`config.mk`:
```
export PLATFORM = sky130hd
export DESIGN_NAME = seq_divider_64
export DESIGN_NICKNAME = d
export VERILOG_FILES = /design/src/rtl/seq_divider_64_pkg.sv /design/src/rtl/seq_divider_64_sub.sv /design/src/rtl/seq_divider_64.sv
export SDC_FILE = /design/constraint.sdc
export NUM_CORES = 1
export LEC_CHECK = 0
export CAP_MARGIN = 25
export CORE_MARGIN = 4
export CORE_UTILIZATION = 30
export CTS_CLUSTER_DIAMETER = 60
export DETAILED_ROUTE_END_ITERATION = 8
export GPL_ROUTABILITY_DRIVEN = 0
export SYNTH_ARGS = -nofsm -noshare
export SYNTH_HDL_FRONTEND = slang
export SYNTH_SLANG_ARGS = --single-unit
```
`constraint.sdc`:
```
create_clock -name clk -period 13.4 [get_ports clk]
set_clock_uncertainty 0.1 [all_clocks]
set_input_delay 1.34 -clock clk [delete_from_list [all_inputs] [get_ports clk]]
set_output_delay 1.34 -clock clk [all_outputs]
set_load 0.03 [all_outputs]
```
`src/rtl/seq_divider_64_pkg.sv`:
```
// Shared definitions for the RV64M sequential divider: op encodings,
// FSM state codes and the signed-overflow dividend constant.
package seq_divider_64_pkg;

    // DIV/DIVU/REM/REMU encoding.
    // bit 1 selects the remainder; bit 0 marks the unsigned forms.
    typedef enum logic [1:0] {
        OP_DIV  = 2'b00,
        OP_DIVU = 2'b01,
        OP_REM  = 2'b10,
        OP_REMU = 2'b11
    } div_op_e;

    typedef enum logic [1:0] {
        S_IDLE = 2'b00,
        S_CALC = 2'b01,
        S_DONE = 2'b10
    } div_state_e;

    localparam logic [63:0] INT_MIN = 64'h8000_0000_0000_0000;

    // DIV and REM treat their operands as two's complement values.
    function automatic logic op_is_signed(input div_op_e op);
        return ~op[0];
    endfunction

endpackage

```
`src/rtl/seq_divider_64_sub.sv`:
```
// 64-bit subtractor shared by the execute stage.
// borrow is set exactly when a < b, compared as unsigned numbers.
module seq_divider_64_sub (
    input  logic [63:0] a,
    input  logic [63:0] b,
    output logic [63:0] difference,
    output logic        borrow
);

    // The extra top bit of a 65-bit subtraction is the borrow out.
    assign {borrow, difference} = {1'b0, a} - {1'b0, b};

endmodule

```
`src/rtl/seq_divider_64.sv`:
```
// Multi-cycle restoring divider for RV64M DIV/DIVU/REM/REMU.
// One quotient bit is produced per cycle, MSB of the dividend first.
// Magnitudes are divided; signs are restored on the output path.
module seq_divider_64
    import seq_divider_64_pkg::*;
#(
    parameter int XLEN = 64
) (
    input  logic            clk,
    input  logic            rst_n,
    input  logic            flush,
    input  logic            in_valid,
    output logic            in_ready,
    input  logic [1:0]      op,
    input  logic [XLEN-1:0] a,
    input  logic [XLEN-1:0] b,
    output logic            out_valid,
    input  logic            out_ready,
    output logic [XLEN-1:0] result
);

    div_state_e      state;
    div_op_e         op_q;
    logic [XLEN-1:0] dividend;
    logic [XLEN-1:0] divisor;
    logic [XLEN-1:0] rem;
    logic [XLEN-1:0] quo;
    logic [5:0]      count;
    logic            q_neg;
    logic            r_neg;

    // Operand preparation in the accepting cycle.
    div_op_e         op_in;
    logic            a_neg;
    logic            b_neg;
    logic [XLEN-1:0] a_mag;
    logic [XLEN-1:0] b_mag;
    logic            div_by_zero;
    logic            overflow;

    assign op_in       = div_op_e'(op);
    assign a_neg       = op_is_signed(op_in) & a[XLEN-1];
    assign b_neg       = op_is_signed(op_in) & b[XLEN-1];
    assign a_mag       = a_neg ? -a : a;
    assign b_mag       = b_neg ? -b : b;
    assign div_by_zero = (b == '0);
    assign overflow    = op_is_signed(op_in) && (a == INT_MIN) && (b == '1);

    // Trial subtraction: shift in the next dividend bit and compare against the divisor.
    logic [XLEN:0]   rem_sh;
    logic [XLEN-1:0] difference;
    logic            borrow;
    logic            take;

    assign rem_sh = {rem, dividend[XLEN-1]};
    assign take   = rem_sh[XLEN] | ~borrow;

    seq_divider_64_sub u_sub (
        .a          (rem_sh[XLEN-1:0]),
        .b          (divisor),
        .difference (difference),
        .borrow     (borrow)
    );

    assign in_ready  = (state == S_IDLE);
    assign out_valid = (state == S_DONE);

    // Control FSM plus datapath registers; flush overrides every state.
    always_ff @(posedge clk or negedge rst_n) begin
        // NOTE: every register, datapath included, is reset so a mid-operation
        // reset leaves no stale quotient/remainder visible on the output path.
        if (!rst_n) begin
            state    <= S_IDLE;
            op_q     <= OP_DIV;
            dividend <= '0;
            divisor  <= '0;
            rem      <= '0;
            quo      <= '0;
            count    <= '0;
            q_neg    <= 1'b0;
            r_neg    <= 1'b0;
        end else if (flush) begin
            state <= S_IDLE;
        end else begin
            // NOTE: non-blocking assignments here; every register reads the
            // pre-edge values of the others, which the shift/subtract relies on.
            case (state)
                S_IDLE: begin
                    if (in_valid) begin
                        op_q <= op_in;
                        if (div_by_zero) begin
                            // Quotient all-ones, remainder is the raw dividend.
                            quo   <= '1;
                            rem   <= a;
                            q_neg <= 1'b0;
                            r_neg <= 1'b0;
                            state <= S_DONE;
                        end else if (overflow) begin
                            quo   <= INT_MIN;
                            rem   <= '0;
                            q_neg <= 1'b0;
                            r_neg <= 1'b0;
                            state <= S_DONE;
                        end else begin
                            dividend <= a_mag;
                            divisor  <= b_mag;
                            quo      <= '0;
                            rem      <= '0;
                            count    <= '0;
                            q_neg    <= a_neg ^ b_neg;
                            r_neg    <= a_neg;
                            state    <= S_CALC;
                        end
                    end
                end
                S_CALC: begin
                    dividend <= {dividend[XLEN-2:0], 1'b0};
                    quo      <= {quo[XLEN-2:0], take};
                    rem      <= take ? difference : rem_sh[XLEN-1:0];
                    count    <= count + 6'd1;
                    if (count == 6'(XLEN - 1)) begin
                        state <= S_DONE;
                    end
                end
                S_DONE: begin
                    if (out_ready) begin
                        state <= S_IDLE;
                    end
                end
                default: state <= S_IDLE;
            endcase
        end
    end

    // Sign fix-up and quotient/remainder select; zero outside DONE.
    always_comb begin
        // NOTE: default first so no path through this block infers a latch.
        result = '0;
        if (state == S_DONE) begin
            if (op_q[1]) begin
                result = r_neg ? -rem : rem;
            end else begin
                result = q_neg ? -quo : quo;
            end
        end
    end

endmodule
```
==> impl_metrics.tcl, run 1 <==
set metrics [dict create \
    setup.worst_path.end_class "primary output" \
    drc 0 \
    tns_ns 0 \
    crit_chain "or4_4 -> or4_4 -> or3_4 -> or3_4 -> or3_4 -> or2_1 -> or3_4 -> o31ai_1 -> xnor2_1 -> nor2_1 -> a211oi_1 -> clkdlybuf4s50_1" \
    core_um2 71900 \
    power_density_nw_per_um2 167 \
    die_h_um 278 \
    cts-root-buf "clkbuf_16" \
    grt_max_degree 209 \
    htree_num_levels 2 \
    netlist_instances 2863 \
    grt_pass1_wl_um 123000 \
    pin_count 201 \
    path_common_cell "or3_4" \
    rows 98 \
    dp_hpwl_um 60900 \
    layout_setup_ws_ns 6.28 \
    crit_arrival_ns 5.68 \
    grt_usage 0.200 \
    synth_seq_cells 267 \
    maxSlewViolCount 0 \
    vias_per_cell 5.43 \
    holdBufCountCts 0 \
    ys_types 75 \
    cp_top_family "simple AND/OR/NAND/NOR gates" \
    wl_met3_um 5230 \
    top_layer_used "met5" \
    layout.cells.non_filler 3926 \
    placed_cells 3855 \
    cts_resized 0 \
    fin_util 0.361 \
    grt_pass1_vias 20100 \
    wl_met1_um 33900 \
    vias 21300 \
    drive_above_1_share 0.0511 \
    yosys_warnings 0 \
    rsz0062_at_grt "no" \
    antenna_found_initial 5 \
    syn_area_um2 21800 \
    final_common_cell "a21oi_1" \
    cap_violations 0 \
    path_buf_inv 1 \
    wl_met2_um 37100 \
    finalCritPeriodShare 0.532 \
    rrSetupSlack_ns 8.06 \
    wl_per_cell_um 20.4 \
    post_cts_buffers 0 \
    cp_slowest_cell "clkdlybuf4s50_1" \
    area_delta_synth_final_pct 18.7 \
    hold_violations 0 \
    worstPathMaxFanout 6 \
    synth.net_count 3069 \
    setup_violations 0 \
    cts.sink_count 267 \
    die_area_um2 77200 \
    synth_edf_count 0 \
    first_pass_iters 5 \
    drt_iter0_drc 1898 \
    io_buffers 200 \
    worstSetupPathType "register to primary output" \
    grt.overflow.total 0 \
    min_period_ns 7.12 \
    slowest_delay_ns 0.78 \
    hp-class "register to register" \
    nNetsFinal 3155 \
    status "finished, final reports clean" \
    finalWirelength_um 80200 \
    cts_tree "done" \
    start_kind "register" \
    path_clk_slew_ns 0.06 \
    hold-worst-slack_ns 0.378 \
    cts-buffers-inserted 38 \
    clock_latency_ns 0.56 \
    place_ws_ns 6.90 \
    clk_path_buf_depth 3 \
    fmax_mhz 140 \
    die_w_um 278 \
    ir_worst_vdd_v 0.000102 \
    synthFlopType "dfrtp_1" \
    seq_area_frac_synth 0.306 \
    worstMarginPinSlew_ns 0.956 \
    power.leakage_nw 10.3 \
    start_util 0.304 \
    most-common-layout-cells "341 x a21oi_1, 325 x nand2_1, 305 x o21ai_0, 264 x dfrtp_1, 261 x nor2_1" \
    postSynthAreaPerCell_um2 7.63 \
    async_flop_share 1.00 \
    ant_nets 0 \
    slew_headroom 0.362 \
    required_ns 11.96 \
]
==> cell families (layout without fill, tap and decap cells) <==
family	Yosys count	after routing	synth area share
flip-flops	267	267	0.306
other	0	3	0
AND/OR/NAND/NOR	903	903	0.193
adder cells (fa/ha/maj)	71	71	0.0410
multiplexers	45	45	0.0213
XOR/XNOR	295	295	0.118
buffers and inverters	281	391	0.0490
AO/OA/AOI/OAI	1001	1001	0.272
==> synth_stat cells (all sizes together) (4+ instances only) <==
cell type  count  area [um^2]
nand4         31          194
dfrtp        267         6680
nor2         263          987
nor2b         10         62.6
or4           33          255
mux2          12          135
o22ai         14         87.6
o21ai        330         1670
a21oi        341         1710
and2          10         62.6
nor3b          4         30.0
o21bai        10         75.1
or2           17          109
a31oi         22          138
nor3          45          225
nand2b        22          138
xor2         145         1270
and3          15         93.8
o41ai         32          280
buf           37          155
nand2        326         1220
xnor2        150         1310
o211ai        16          120
o31ai         58          435
a31o           5         43.8
clkbuf       144          541
nor4          21          131
ha            70          876
a21o          26          195
or3           60          415
o31a          10         87.6
a211oi        59          443
nand3         34          170
a22oi          5         37.5
inv          100          375
o211a          4         40.0
a221oi         6         52.6
o21a          34          255
a22o           4         35.0
mux2i         33          330
==> worst register-to-register path, cell delays in order (launching register included) <==
cell	delay [ns]
dfrtp_1	0.38
inv_1	0.10
ha_1	0.24
fa_1	0.42
nor2b_1	0.20
o31a_1	0.18
o41a_1	0.30
a32o_1	0.32
o21ai_0	0.14
a21oi_1	0.28
o21ai_0	0.31
o21ai_4	0.67
buf_4	0.76
mux2_2	0.47
a221oi_1	0.29
nor2_1	0.07
==> registers in the layout, summed over array words and instances, names as in the netlist <==
signal	flops
dividend	64
divisor	64
quo	64
rem	64
count	6
state	2
op_q	1
q_neg	1
r_neg	1
==> stage by stage <==
step	cell area, um^2	total power [mW]
after global placement	24600	3.27
after CTS	25800	4.31
after detailed placement	24600	3.28
final	25900	4.33
after floorplan	21800	2.65
after global routing	25900	4.62
==> final timing paths <==
check | startpoint | end | depth (start not counted)
min in group asynchronous | rst_n | dividend[16] | 1
worst max-delay path | quo[5] | result[63] | 12
worst max register to register | dividend[63] | rem[13] | 15
max in group asynchronous | rst_n | divisor[27] | 2
worst min-delay path | dividend[5] | dividend[5] | 2
worst min register to register | dividend[5] | dividend[5] | 2
==> report_power, final <==
part	internal, mW	switching [mW]
registers	0.960	0.272
logic	0.843	1.25
clock network	0.604	0.402
==> area by class of cell <==
cell class / count / area, um^2
fill: 7542 / 45900
multi-input combinational: 2315 / 14200
sequential: 267 / 6690
timing repair buffer: 227 / 2310
tap: 950 / 1190
clock buffer: 47 / 1030
inverter: 100 / 375
clock inverter: 17 / 191
antenna: 3 / 7.51
==> per-layer routing <==
metal | global-route usage | vias to the layer above
li1 | - | 10400
met1 | 0.259 | 10100
met2 | 0.327 | 695
met3 | 0.0334 | 142
met4 | 0.0864 | 6
met5 | 0 | -
No activity file was read; power rests on OpenSTA's default activity.
==> run 2, diff against run 1 <==
==> constraint.sdc (replaced) <==
create_clock -name clk -period 6.5 [get_ports clk]
set_clock_uncertainty 0.1 [all_clocks]
set_input_delay 0.65 -clock clk [delete_from_list [all_inputs] [get_ports clk]]
set_output_delay 0.65 -clock clk [all_outputs]
set_load 0.03 [all_outputs]
==> run 2 against run 1 <==
  * Register-to-register slack lost 6.7 ns
  * Largest power group unchanged
  * Sequential share of layout area down 0.16 points
  * Combinational power is 110% higher
  * Critical path depth unchanged
  * Via count grew 1.5%
  * Clock power up 120%
==> impl_metrics.tcl, run 2 (same netlist as run 1, synthesis figures left out) <==
set metrics [dict create \
    cts-buffers-inserted 40 \
    drive_above_1_share 0.0568 \
    grt_max_degree 161 \
    die_w_um 278 \
    worstPathMaxFanout 6 \
    htree_num_levels 2 \
    first_pass_iters 5 \
    most-common-layout-cells "341 x a21oi_1, 325 x nand2_1, 305 x o21ai_0, 264 x dfrtp_1, 261 x nor2_1" \
    worstMarginPinSlew_ns 1.01 \
    p_clk_frac 0.240 \
    io_buffers 200 \
    status "finished, final reports clean" \
    clock_latency_ns 0.56 \
    fmax_mhz 159 \
    path_clk_slew_ns 0.06 \
    setup_violations 0 \
    hp-class "input port to async pin" \
    crit_arrival_ns 5.54 \
    grt_pass1_vias 20300 \
    fill_cells 7591 \
    vias 21600 \
    maxSlewViolCount 0 \
    start_util 0.304 \
    multi_input_area_um2 14200 \
    grt.overflow.total 0 \
    hold_violations 0 \
    finalCritPeriodShare 0.967 \
    start_kind "register" \
    min_period_ns 6.29 \
    tns_ns 0 \
    p_int_mw 5.11 \
    core_um2 71900 \
    worstSetupPathType "register to primary output" \
    drt_iter0_drc 1920 \
    area_delta_synth_final_pct 19.5 \
    ant_nets 0 \
    required_ns 5.75 \
    p_sw_mw 4.02 \
    slew_headroom 0.322 \
    dp_hpwl_um 61800 \
    power_density_nw_per_um2 350 \
    comb_power_share 0.486 \
    cts_tree "done" \
    rrSetupSlack_ns 1.34 \
    ir_worst_vdd_v 0.000195 \
    grt_pass1_wl_um 123000 \
    vias_per_cell 5.48 \
    rows 98 \
    drc 0 \
    ff_latch_area_um2 6690 \
    wl_per_cell_um 20.5 \
    final_common_cell "a21oi_1" \
    antenna_found_initial 9 \
    fin_util 0.363 \
    cts.sink_count 267 \
    swShare 0.440 \
    rsz0062_at_grt "no" \
    grt_usage 0.201 \
    nNetsFinal 3171 \
    clk_path_buf_depth 3 \
    die_area_um2 77200 \
    cts-root-buf "clkbuf_16" \
    pin_count 201 \
    cap_violations 0 \
    die_h_um 278 \
    finalWirelength_um 81100 \
    p_seq_frac 0.274 \
    ff2ff_path_depth 13 \
    holdBufCountCts 0 \
    setup.worst_path.end_class "primary output" \
    power.leakage_nw 10.4 \
]
==> run 2: changes by cell type in the layout (fill, tap and decap cells not counted), sizes merged <==
cell and change:
buf +14, clkbuf +4, bufinv +1, clkinvlp +1, diode +1, inv -1
==> run 2: final cells by class <==
type | count | area share
antenna | 4 | 0.000383
clock buffer | 51 | 0.0415
clock inverter | 18 | 0.00853
inverter | 100 | 0.0144
multi-input combinational | 2315 | 0.542
sequential | 267 | 0.256
tap | 950 | 0.0455
timing repair buffer | 241 | 0.0913
==> run 2: per-layer routing <==
metal / vias up / part of all wire / track usage / wire length [um]
met5: - / 0.0010 / 0 / 83
met4: 12 / 0.047 / 0.0892 / 3820
met3: 170 / 0.065 / 0.0324 / 5270
met2: 685 / 0.47 / 0.331 / 37700
met1: 10300 / 0.42 / 0.260 / 34200
li1: 10400 / - / - / -
==> run 2: metrics by stage <==
stage	total power, mW	setup WS [ns]	instance area [um^2]	instances	hold WS (ns)
2_1_floorplan	5.46	1.39	21800	2863	0.254
3_3_place_gp	6.85	0.608	24800	3871	0.364
3_5_place_dp	6.86	0.653	24800	3872	0.371
4_1_cts	9.09	0.0229	26100	3941	0.0327
5_1_grt	9.71	0.105	26100	3944	0.0722
6_report	9.13	0.212	26100	3946	0.0133
==> run 2: worst max-delay path: stages (launching register included) <==
cell and delay [ns]:
dfrtp_1 0.42, or4_4 0.57, or4_4 0.58, or3_4 0.38
or3_4 0.36, or3_4 0.38, or2_1 0.27, or3_4 0.38
o31ai_1 0.30, xnor2_1 0.17, nor2_1 0.07, a211oi_2 0.36
clkdlybuf4s50_1 0.74
==> run 2: timing repair <==
action / CTS / global route
resized for setup: 0 / 1
endpoints found under the setup margin: 0 / 1
hold endpoints to repair: 0 / 0
buffers inserted: 0 / 0
==> run 2: final timing paths <==
| check | from | to |
|---|---|---|
| max in group asynchronous | rst_n | r_neg |
| min in group clk | dividend[17] | dividend[17] |
| setup reg to reg | rem[0] | rem[47] |
| hold / removal | rst_n | dividend[63] |
| setup / recovery | quo[6] | result[63] |
| hold reg to reg | dividend[17] | dividend[17] |
==> run 2: power by group through the flow <==
stage / combinational, mW / clock (mW) / sequential, mW
global placement: 4.35 / 0 / 2.50
CTS: 4.38 / 2.23 / 2.48
finish: 4.44 / 2.19 / 2.50
detailed placement: 4.36 / 0 / 2.50
floorplan: 3.20 / 0 / 2.25
global route: 4.88 / 2.30 / 2.53
